==> src/rtl/seven_seg_capture_if.sv <==
// seven_seg_capture_if
// Frame output bus of the seven-segment capture block.
//   value     16  captured word, nibble i = digit i
//   err        4  err[i] set when digit i came from an unrecognised pattern
//   out_valid  1  value/err hold a completed frame
//   out_ready  1  consumer accepts the frame when out_valid & out_ready
//   overrun    1  sticky, a completed frame replaced one never accepted
// master = capture block (producer), slave = consumer.
interface seven_seg_capture_if;
  logic [15:0] value;
  logic [3:0]  err;
  logic        out_valid;
  logic        out_ready;
  logic        overrun;

  modport master (
    output value,
    output err,
    output out_valid,
    output overrun,
    input  out_ready
  );

  modport slave (
    input  value,
    input  err,
    input  out_valid,
    input  overrun,
    output out_ready
  );
endinterface

==> src/rtl/seven_seg_capture.sv <==
// seven_seg_capture
// Watches a multiplexed, active-low 4-digit seven-segment bus and recovers
// the hex nibble shown on each digit. A digit is accepted once its pattern
// has been stable for STABLE_CYCLES samples; once all four digits are seen
// the word is presented on the frame bus with a valid/ready handshake.
// Ports:
//   clk    single clock, rising edge
//   rst_n  synchronous active-low reset
//   seg    segment lines, active-low, seg[6]=a .. seg[0]=g
//   an     digit anodes, active-low, an[i]=0 selects digit i
//   frame  frame output bus (value, err, out_valid, out_ready, overrun)
module seven_seg_capture #(
  parameter int unsigned STABLE_CYCLES = 4
) (
  input  logic                       clk,
  input  logic                       rst_n,
  input  logic [6:0]                 seg,
  input  logic [3:0]                 an,
  seven_seg_capture_if.master        frame
);

  localparam logic [7:0] STABLE = 8'(STABLE_CYCLES);

  typedef enum logic {
    SETTLE,
    HOLD
  } state_t;

  state_t      state;
  logic [6:0]  seg_q;
  logic [3:0]  an_q;
  logic [6:0]  seg_prev;
  logic [3:0]  an_prev;
  logic [7:0]  count;
  logic [3:0]  seen;
  logic [15:0] slots;
  logic [3:0]  slot_err;

  logic        legal;
  logic [1:0]  sel;
  logic        same;
  logic        holding;
  logic [7:0]  count_next;
  logic        capture;
  logic [3:0]  nib;
  logic        bad;

  // Anode legality and digit index: exactly one anode may be low.
  always_comb begin
    legal = 1'b1;
    sel   = 2'd0;
    case (an_q)
      4'b1110: sel = 2'd0;
      4'b1101: sel = 2'd1;
      4'b1011: sel = 2'd2;
      4'b0111: sel = 2'd3;
      default: legal = 1'b0;
    endcase
  end

  // Stability tracking. While in HOLD the previous sample always equals the
  // captured (an, seg), so comparing against the previous sample is enough to
  // detect leaving the dwell. The counter cannot pass STABLE in SETTLE since
  // reaching it moves to HOLD.
  always_comb begin
    same       = (an_q == an_prev) && (seg_q == seg_prev);
    holding    = (state == HOLD) && same;
    count_next = 8'd1;
    if (holding)
      count_next = count;
    else if (!legal)
      count_next = 8'd0;
    else if (same)
      count_next = (count < STABLE) ? count + 8'd1 : STABLE;
    capture = legal && !holding && (count_next == STABLE);
  end

  // Active-low segment pattern to nibble; anything else flags an error.
  always_comb begin
    bad = 1'b0;
    nib = 4'h0;
    case (seg_q)
      7'h01: nib = 4'h0;
      7'h4F: nib = 4'h1;
      7'h12: nib = 4'h2;
      7'h06: nib = 4'h3;
      7'h4C: nib = 4'h4;
      7'h24: nib = 4'h5;
      7'h20: nib = 4'h6;
      7'h0F: nib = 4'h7;
      7'h00: nib = 4'h8;
      7'h04: nib = 4'h9;
      7'h08: nib = 4'hA;
      7'h60: nib = 4'hB;
      7'h31: nib = 4'hC;
      7'h42: nib = 4'hD;
      7'h30: nib = 4'hE;
      7'h38: nib = 4'hF;
      default: bad = 1'b1;
    endcase
  end

  // Sample stage, digit FSM, slot capture and frame handshake.
  always_ff @(posedge clk) begin
    if (!rst_n) begin
      seg_q           <= '1;
      an_q            <= '1;
      seg_prev        <= '1;
      an_prev         <= '1;
      count           <= 8'd0;
      state           <= SETTLE;
      seen            <= 4'b0000;
      slots           <= 16'h0000;
      slot_err        <= 4'b0000;
      frame.value     <= 16'h0000;
      frame.err       <= 4'b0000;
      frame.out_valid <= 1'b0;
      frame.overrun   <= 1'b0;
    end else begin
      seg_q    <= seg;
      an_q     <= an;
      seg_prev <= seg_q;
      an_prev  <= an_q;
      count    <= count_next;

      if (capture || holding)
        state <= HOLD;
      else
        state <= SETTLE;

      if (capture) begin
        slots[{sel, 2'b00} +: 4] <= nib;
        slot_err[sel]            <= bad;
      end

      // Completed set is consumed the cycle after the last capture; ~an_q is
      // the one-hot digit select whenever a capture is legal.
      seen <= ((seen == 4'b1111) ? 4'b0000 : seen) | (capture ? ~an_q : 4'b0000);

      if (seen == 4'b1111) begin
        frame.value     <= slots;
        frame.err       <= slot_err;
        frame.out_valid <= 1'b1;
        if (frame.out_valid && !frame.out_ready)
          frame.overrun <= 1'b1;
      end else if (frame.out_valid && frame.out_ready) begin
        frame.out_valid <= 1'b0;
      end
    end
  end

endmodule

==> src/flat_wrapper.sv <==
// flat-port wrapper written by rule: the top's interface ports become plain ports
module seven_seg_capture_flat 
#(
  parameter int unsigned STABLE_CYCLES = 4
)
  (clk, rst_n, seg, an, frame_value, frame_err, frame_out_valid, frame_overrun, frame_out_ready);
  seven_seg_capture_if frame_i ();
  input  logic clk;
  input  logic rst_n;
  input  logic [6:0] seg;
  input  logic [3:0] an;
  output wire logic [$bits(frame_i.value)-1:0] frame_value;
  output wire logic [$bits(frame_i.err)-1:0] frame_err;
  output wire logic [$bits(frame_i.out_valid)-1:0] frame_out_valid;
  output wire logic [$bits(frame_i.overrun)-1:0] frame_overrun;
  input wire logic [$bits(frame_i.out_ready)-1:0] frame_out_ready;
  assign frame_value = frame_i.value;
  assign frame_err = frame_i.err;
  assign frame_out_valid = frame_i.out_valid;
  assign frame_overrun = frame_i.overrun;
  assign frame_i.out_ready = frame_out_ready;
  seven_seg_capture #(.STABLE_CYCLES(STABLE_CYCLES)) u_core (.clk(clk), .rst_n(rst_n), .seg(seg), .an(an), .frame(frame_i));
endmodule
==> config.mk <==
export PLATFORM = sky130hd
export DESIGN_NAME = seven_seg_capture_flat
export DESIGN_NICKNAME = d
export VERILOG_FILES = /design/src/rtl/seven_seg_capture_if.sv /design/src/rtl/seven_seg_capture.sv /design/src/flat_wrapper.sv
export SDC_FILE = /design/constraint.sdc
export NUM_CORES = 1
export LEC_CHECK = 0
export BUFFER_PORTS_ARGS = -buffer_cell sky130_fd_sc_hd__buf_2
export CORE_MARGIN = 4
export CORE_UTILIZATION = 50
export DETAILED_ROUTE_END_ITERATION = 8
export PLACE_DENSITY_LB_ADDON = 0.25
export SLEW_MARGIN = 5
export SYNTH_ARGS = -nofsm -noshare
export SYNTH_HDL_FRONTEND = slang
export SYNTH_SLANG_ARGS = --single-unit
==> constraint.sdc <==
create_clock -name clk -period 2.6 [get_ports clk]
set_clock_uncertainty 0.2 [all_clocks]
set_input_delay 0.26 -clock clk [delete_from_list [all_inputs] [get_ports clk]]
set_output_delay 0.26 -clock clk [all_outputs]
set_load 0.01 [all_outputs]
-- Yosys cells after proc, flatten, opt, wreduce, memory -nomap -nowiden
Index checks and enable logic that the tools add are counted.
- bitwise logic cells: 2
- equality and inequality tests: 23
- shift-type cells: 2
- add/sub/neg operators: 2
- magnitude comparators: 3
- reduce and logical (&&, ||, !) cells: 15
- mux-type cells: 17
- operators by type and width (kind ; number):
    one-hot mux 4 bit (15 select lines) ; 1
    equality test 7 x 6 -> 1 bit, second input constant ; 5
    2-to-1 mux 8 bit ; 4
    equality test 7 bit, second input constant ; 4
    bitwise mux 16 bit ; 1
    equality test 4 bit, second input constant ; 4
    OR reduction 16 bit ; 1
    variable shift 4 x 6 -> 16 bit, first input constant ; 1
    variable part select 4 x 6 -> 16 bit ; 1
    equality test 7 x 3 -> 1 bit, second input constant ; 2
    equality test 7 x 4 -> 1 bit, second input constant ; 2
    adder 8 x 1 -> 8 bit, second input constant ; 1
    equality test 8 x 3 -> 1 bit, second input constant ; 1
    less-than comparator 8 x 3 -> 1 bit, second input constant ; 1
    2-to-1 mux 4 bit ; 2
    equality test 7 x 1 -> 1 bit, second input constant ; 1
    equality test 7 x 5 -> 1 bit, second input constant ; 1
    equality test 7 bit ; 1
    logical AND 1 bit ; 7
    zero test 7 bit ; 1
    2-to-1 mux 1 bit ; 6
    negator 4 -> 6 bit ; 1
    one-hot mux 2 bit (3 select lines) ; 1
    bitwise mux 4 bit ; 1
    other kinds (12) ; 13
- logic and storage cells: 77
- bits of input ports: 14
- register bits: 77
- output and inout bits: 22

-- Longest topological paths before layout
- depth in word-level cells: 9
- gate-level depth with buffers: 9
- gate-level depth less buffers: 7

-- Worst setup path before layout
Ideal clock, no wire load.
- path type: reg2reg
- start point: reg u_core.count[0]
- end point: reg u_core.slots[15]
- clock period less this slack: 2.157 ns
- arrival: 1.834 ns
- required time: 2.277 ns
- buffers on the path: 0
- path slack: 0.443 ns
- stages on the path, launching flop included: 7
- path through: dfxtp_1 -> ha_1 -> nand2b_1 -> a41o_1 -> nor4_4 -> nand3_4 -> mux2i_1
- cells in the longest elaborated chain, start to end: 7
- RTL lines (item ; line ; source):
    start, declared ; seven_seg_capture.sv:34 ; logic [7:0] count;
    start signal, assigned ; seven_seg_capture.sv:124 ; count <= count_next;
    adder 8 x 1 -> 8 bit or less-than comparator 8 x 3 -> 1 bit (tied branches) ; seven_seg_capture.sv:74 ; count_next = (count < STABLE) ? count + 8'd1 : STABLE;
    2-to-1 mux 8 bit ; seven_seg_capture.sv:74 ;
    2-to-1 mux 8 bit ; seven_seg_capture.sv:73 ; else if (same)
    2-to-1 mux 8 bit ; seven_seg_capture.sv:71 ; else if (!legal)
    2-to-1 mux 8 bit (*) ; seven_seg_capture.sv:69 ; if (holding)
    equality test 8 x 3 -> 1 bit (*) ; seven_seg_capture.sv:75 ; capture = legal && !holding && (count_next == STABLE);
    logical AND 1 bit (*) ; seven_seg_capture.sv:75 ;
    end signal, assigned by index ; seven_seg_capture.sv:132 ; slots[{sel, 2'b00} +: 4] <= nib;
    end, declared ; seven_seg_capture.sv:36 ; logic [15:0] slots;
Every way passes the cells marked *; elsewhere a longest branch is shown, timed or not.
A chain may end at the register's enable or synchronous reset.

-- Worst setup path in the final report
- start point: reg u_core.an_q[1]
- end point: reg u_core.slots[4]
- cells in the longest elaborated chain, start to end: 7
- RTL lines (item ; line ; source):
    start, declared ; seven_seg_capture.sv:31 ; logic [3:0] an_q;
    start signal, assigned ; seven_seg_capture.sv:121 ; an_q <= an;
    branches (longest 7 deep; another with negator 4 -> 6 bit) ; -- ;
Parallel ways; which one is timed is not known.

==> results.cfg <==
[outcome]
outcome = finished clean

[worst_setup_path]
cp_slowest_stage_delay_ns = 0.47
cp_max_fo = 6
critPathTopFamily = simple AND/OR/NAND/NOR gates
cp.required_ns = 2.67
timing.rr.end = u_core.slots[4]$_SDFFE_PN0P_
path_class = register to register
worstPathArrival_ns = 2.39
critical-path-slowest-cell = dfxtp_1
cp-start-kind = register
reg2reg_slack_ns = 0.28
critPathCaptureType = register
path_buf_inv = 0
regToRegStartpoint = u_core.an_q[1]$_SDFF_PN1_
ff2ff_path_depth = 7
worstPathCellList = nand2_1, or2_2, ha_1, nor2b_1, and2_1, o21ai_0, mux2i_1

[power]
finalPower_mw = 2.25
p_sw_mw = 0.531
p_comb_frac = 0.080
power_density_mw_per_mm2 = 549
seqPwrFrac = 0.544
power_frac_clock = 0.376
p_leak_nw = 1.69
power.internal_mw = 1.72
ir_worst_vdd_mv = 0.399
swShare = 0.236

[timing]
relSlewSlack = 0.555
setup_viol = 0
period_needed_ns = 2.32
fin_crit_sh = 0.892
finalSetupTns_ns = 0
rsz0062_at_grt = no
worst_pin_slew_ns = 0.666
max_freq_ghz = 0.431
report.final.slew_viol_count = 0
hold_viol = 0

[run]
maxCapViolCount = 0

[cts]
insertion_delay_ns = 0.35
htreeDepth = 3
cts_root_buf = clkbuf_8
cts_tree = yes
cts.sinks = 77
numCtsBuffers = 9
cts_max_path_buffers = 2
postCtsSetupBuffers = 0
path_clk_slew_ns = 0.07

[logic_synthesis]
syn_area_per_cell_um2 = 9.27
ys.flop_type = dfxtp_1
yosysUniqueCellTypes = 54
synth_seq_area_share = 0.430
async_reset_ff_frac = 0
synth_nets = 406
synth_xor_area_frac = 0.0523
syn_inst = 387
ys_ff_latch = 77
synth_edf_count = 0
yosys.area_share.simple = 0.268
yosys_warnings = 0
synthAdderAreaFrac = 0.0174
synth_compound_area_frac = 0.131
synth_top_family_by_area = simple AND/OR/NAND/NOR gates
synth_area_mm2 = 0.00359
synth.area.mux_share = 0.0558

[cells_and_area]
fillCellCount = 596
area_growth_pct = 14.4
drive_gt1_frac = 0.171
fin_area_mm2 = 0.00410
finalNetCount = 443
layout_commonest_cell = dfxtp_1
final_cell_mix = dfxtp_1, nand2_1, buf_2
postLayoutCoreUtil = 0.597
insertedDiodeCount = 0

[grt]
antenna_found_initial = 0
grt_max_degree = 67
grt_use_total = 0.169
grt_first_pass_wirelength_mm = 11.7
grt_pass1_vias = 2523
grt_remaining_overflow = 0

[route]
drt-total-wl_mm = 6.82
drtIter0Drc = 115
routed_via_density = 5.15
via_count = 2696
drc = 0
drt-wirelength-per-cell_um = 13.0
postRouteAntennaNets = 0
drtPass1Iterations = 4

[floorplanning]
start_util = 0.522
die_h_um = 92.7
core_area_mm2 = 0.00687
rows = 30
dieArea_mm2 = 0.00859
ios = 36
die_w_um = 92.7

[worst_hold_path]
hold_depth = 2
whs_endpoint = u_core.seg_prev[1]$_SDFF_PN1_
min_from = rst_n
hold_path.class = input port to register

[placed_design]
routabilityCongestion = 0.796
post-dp-hpwl_mm = 4.79
portBuffers = 35
placed_cell_area_mm2 = 0.00380
-- cell usage after synthesis (6+ instances only) --
master / count / area [um2]
xnor2_1: 8 / 70.1
o21ai_0: 9 / 45.0
o211ai_1: 9 / 67.6
dfxtp_1: 77 / 1540
nand2_1: 76 / 285
nand2b_1: 22 / 138
nor2_1: 10 / 37.5
clkbuf_1: 20 / 75.1
and2_1: 6 / 37.5
a21boi_0: 22 / 165
mux2i_1: 20 / 200
a21oi_1: 8 / 40.0
-- area by class of cell --
cell class / instances / area [um2] / area share
well taps: 96 / 120 / 0.0293
clock buffers: 10 / 128 / 0.0311
clock inverters: 5 / 52.6 / 0.0128
flip-flops and latches: 77 / 1540 / 0.376
multi-input cells: 277 / 1880 / 0.459
inverters: 5 / 18.8 / 0.00457
repair buffers: 54 / 360 / 0.0878
-- layer usage --
metal	GRT usage	wire, um	part of all wire	vias up
met5	0	0	0	-
met4	0.0440	87	0.013	0
met3	0.0585	261	0.038	8
met2	0.267	3200	0.47	48
met1	0.222	3270	0.48	1244
li1	-	-	-	1396
-- kinds of logic after synthesis --
family,count (synthesis)
simple gates,170
xor+xnor,15
compound gates,67
buf+inv,33
fa+ha+maj,5
flops,77
mux,20
-- worst reg2reg max path, delay by kind of cell (launching register included) --
family	cells	cell delay [ns]
mux	1	0.18
flops	1	0.47
simple gates	4	0.89
fa+ha+maj	1	0.33
compound gates	1	0.16
-- repair_timing --
item | CTS | global route
endpoints found under the hold margin | 12 | 0
hold buffers | 12 | 0
resized for setup | 0 | 0
-- registers in the layout, indices dropped and copies added, names as in the netlist --
name                    cells
u_core.frame.value         16
u_core.slots               16
u_core.count                8
u_core.seg_prev             7
u_core.seg_q                7
u_core.an_prev              4
u_core.an_q                 4
u_core.frame.err            4
u_core.seen                 4
u_core.slot_err             4
u_core.frame.out_valid      1
u_core.frame.overrun        1
u_core.state                1
-- per-stage QoR --
step | hold WS (ns) | instances | setup slack [ns]
floorplan | 0.161 | 387 | 0.443
finish | 0.0754 | 524 | 0.281
detailed placement | 0.243 | 497 | 0.313
CTS | 0.0619 | 524 | 0.288
global route | 0.0799 | 524 | 0.0992
global placement | 0.239 | 497 | 0.384
-- power by group through the flow --
| stage | registers [mW] | clock network [mW] | logic, mW |
|---|---|---|---|
| 2_1_floorplan | 1.24 | 0 | 0.153 |
| 3_3_place_gp | 1.25 | 0 | 0.165 |
| 3_5_place_dp | 1.25 | 0 | 0.167 |
| 4_1_cts | 1.23 | 0.872 | 0.181 |
| 5_1_grt | 1.23 | 0.920 | 0.200 |
| 6_report | 1.23 | 0.848 | 0.180 |
-- worst max path at each step --
| stage | start | cells after the start | slack [ns] | end |
|---|---|---|---|---|
| final | u_core.an_q[1]$_SDFF_PN1_ | 7 | 0.28 | u_core.slots[4]$_SDFFE_PN0P_ |
| after global routing | u_core.an_q[3]$_SDFF_PN1_ | 7 | 0.1 | u_core.slots[4]$_SDFFE_PN0P_ |
| after CTS | u_core.an_q[1]$_SDFF_PN1_ | 7 | 0.29 | u_core.slots[4]$_SDFFE_PN0P_ |
| after detailed placement | u_core.an_q[1]$_SDFF_PN1_ | 7 | 0.31 | u_core.slots[4]$_SDFFE_PN0P_ |
| after global placement | u_core.an_q[3]$_SDFF_PN1_ | 6 | 0.38 | u_core.slots[15]$_SDFFE_PN0P_ |
| after floorplan | u_core.count[0]$_SDFF_PN0_ | 6 | 0.44 | u_core.slots[15]$_SDFFE_PN0P_ |
No activity file was read; power rests on OpenSTA's default activity.
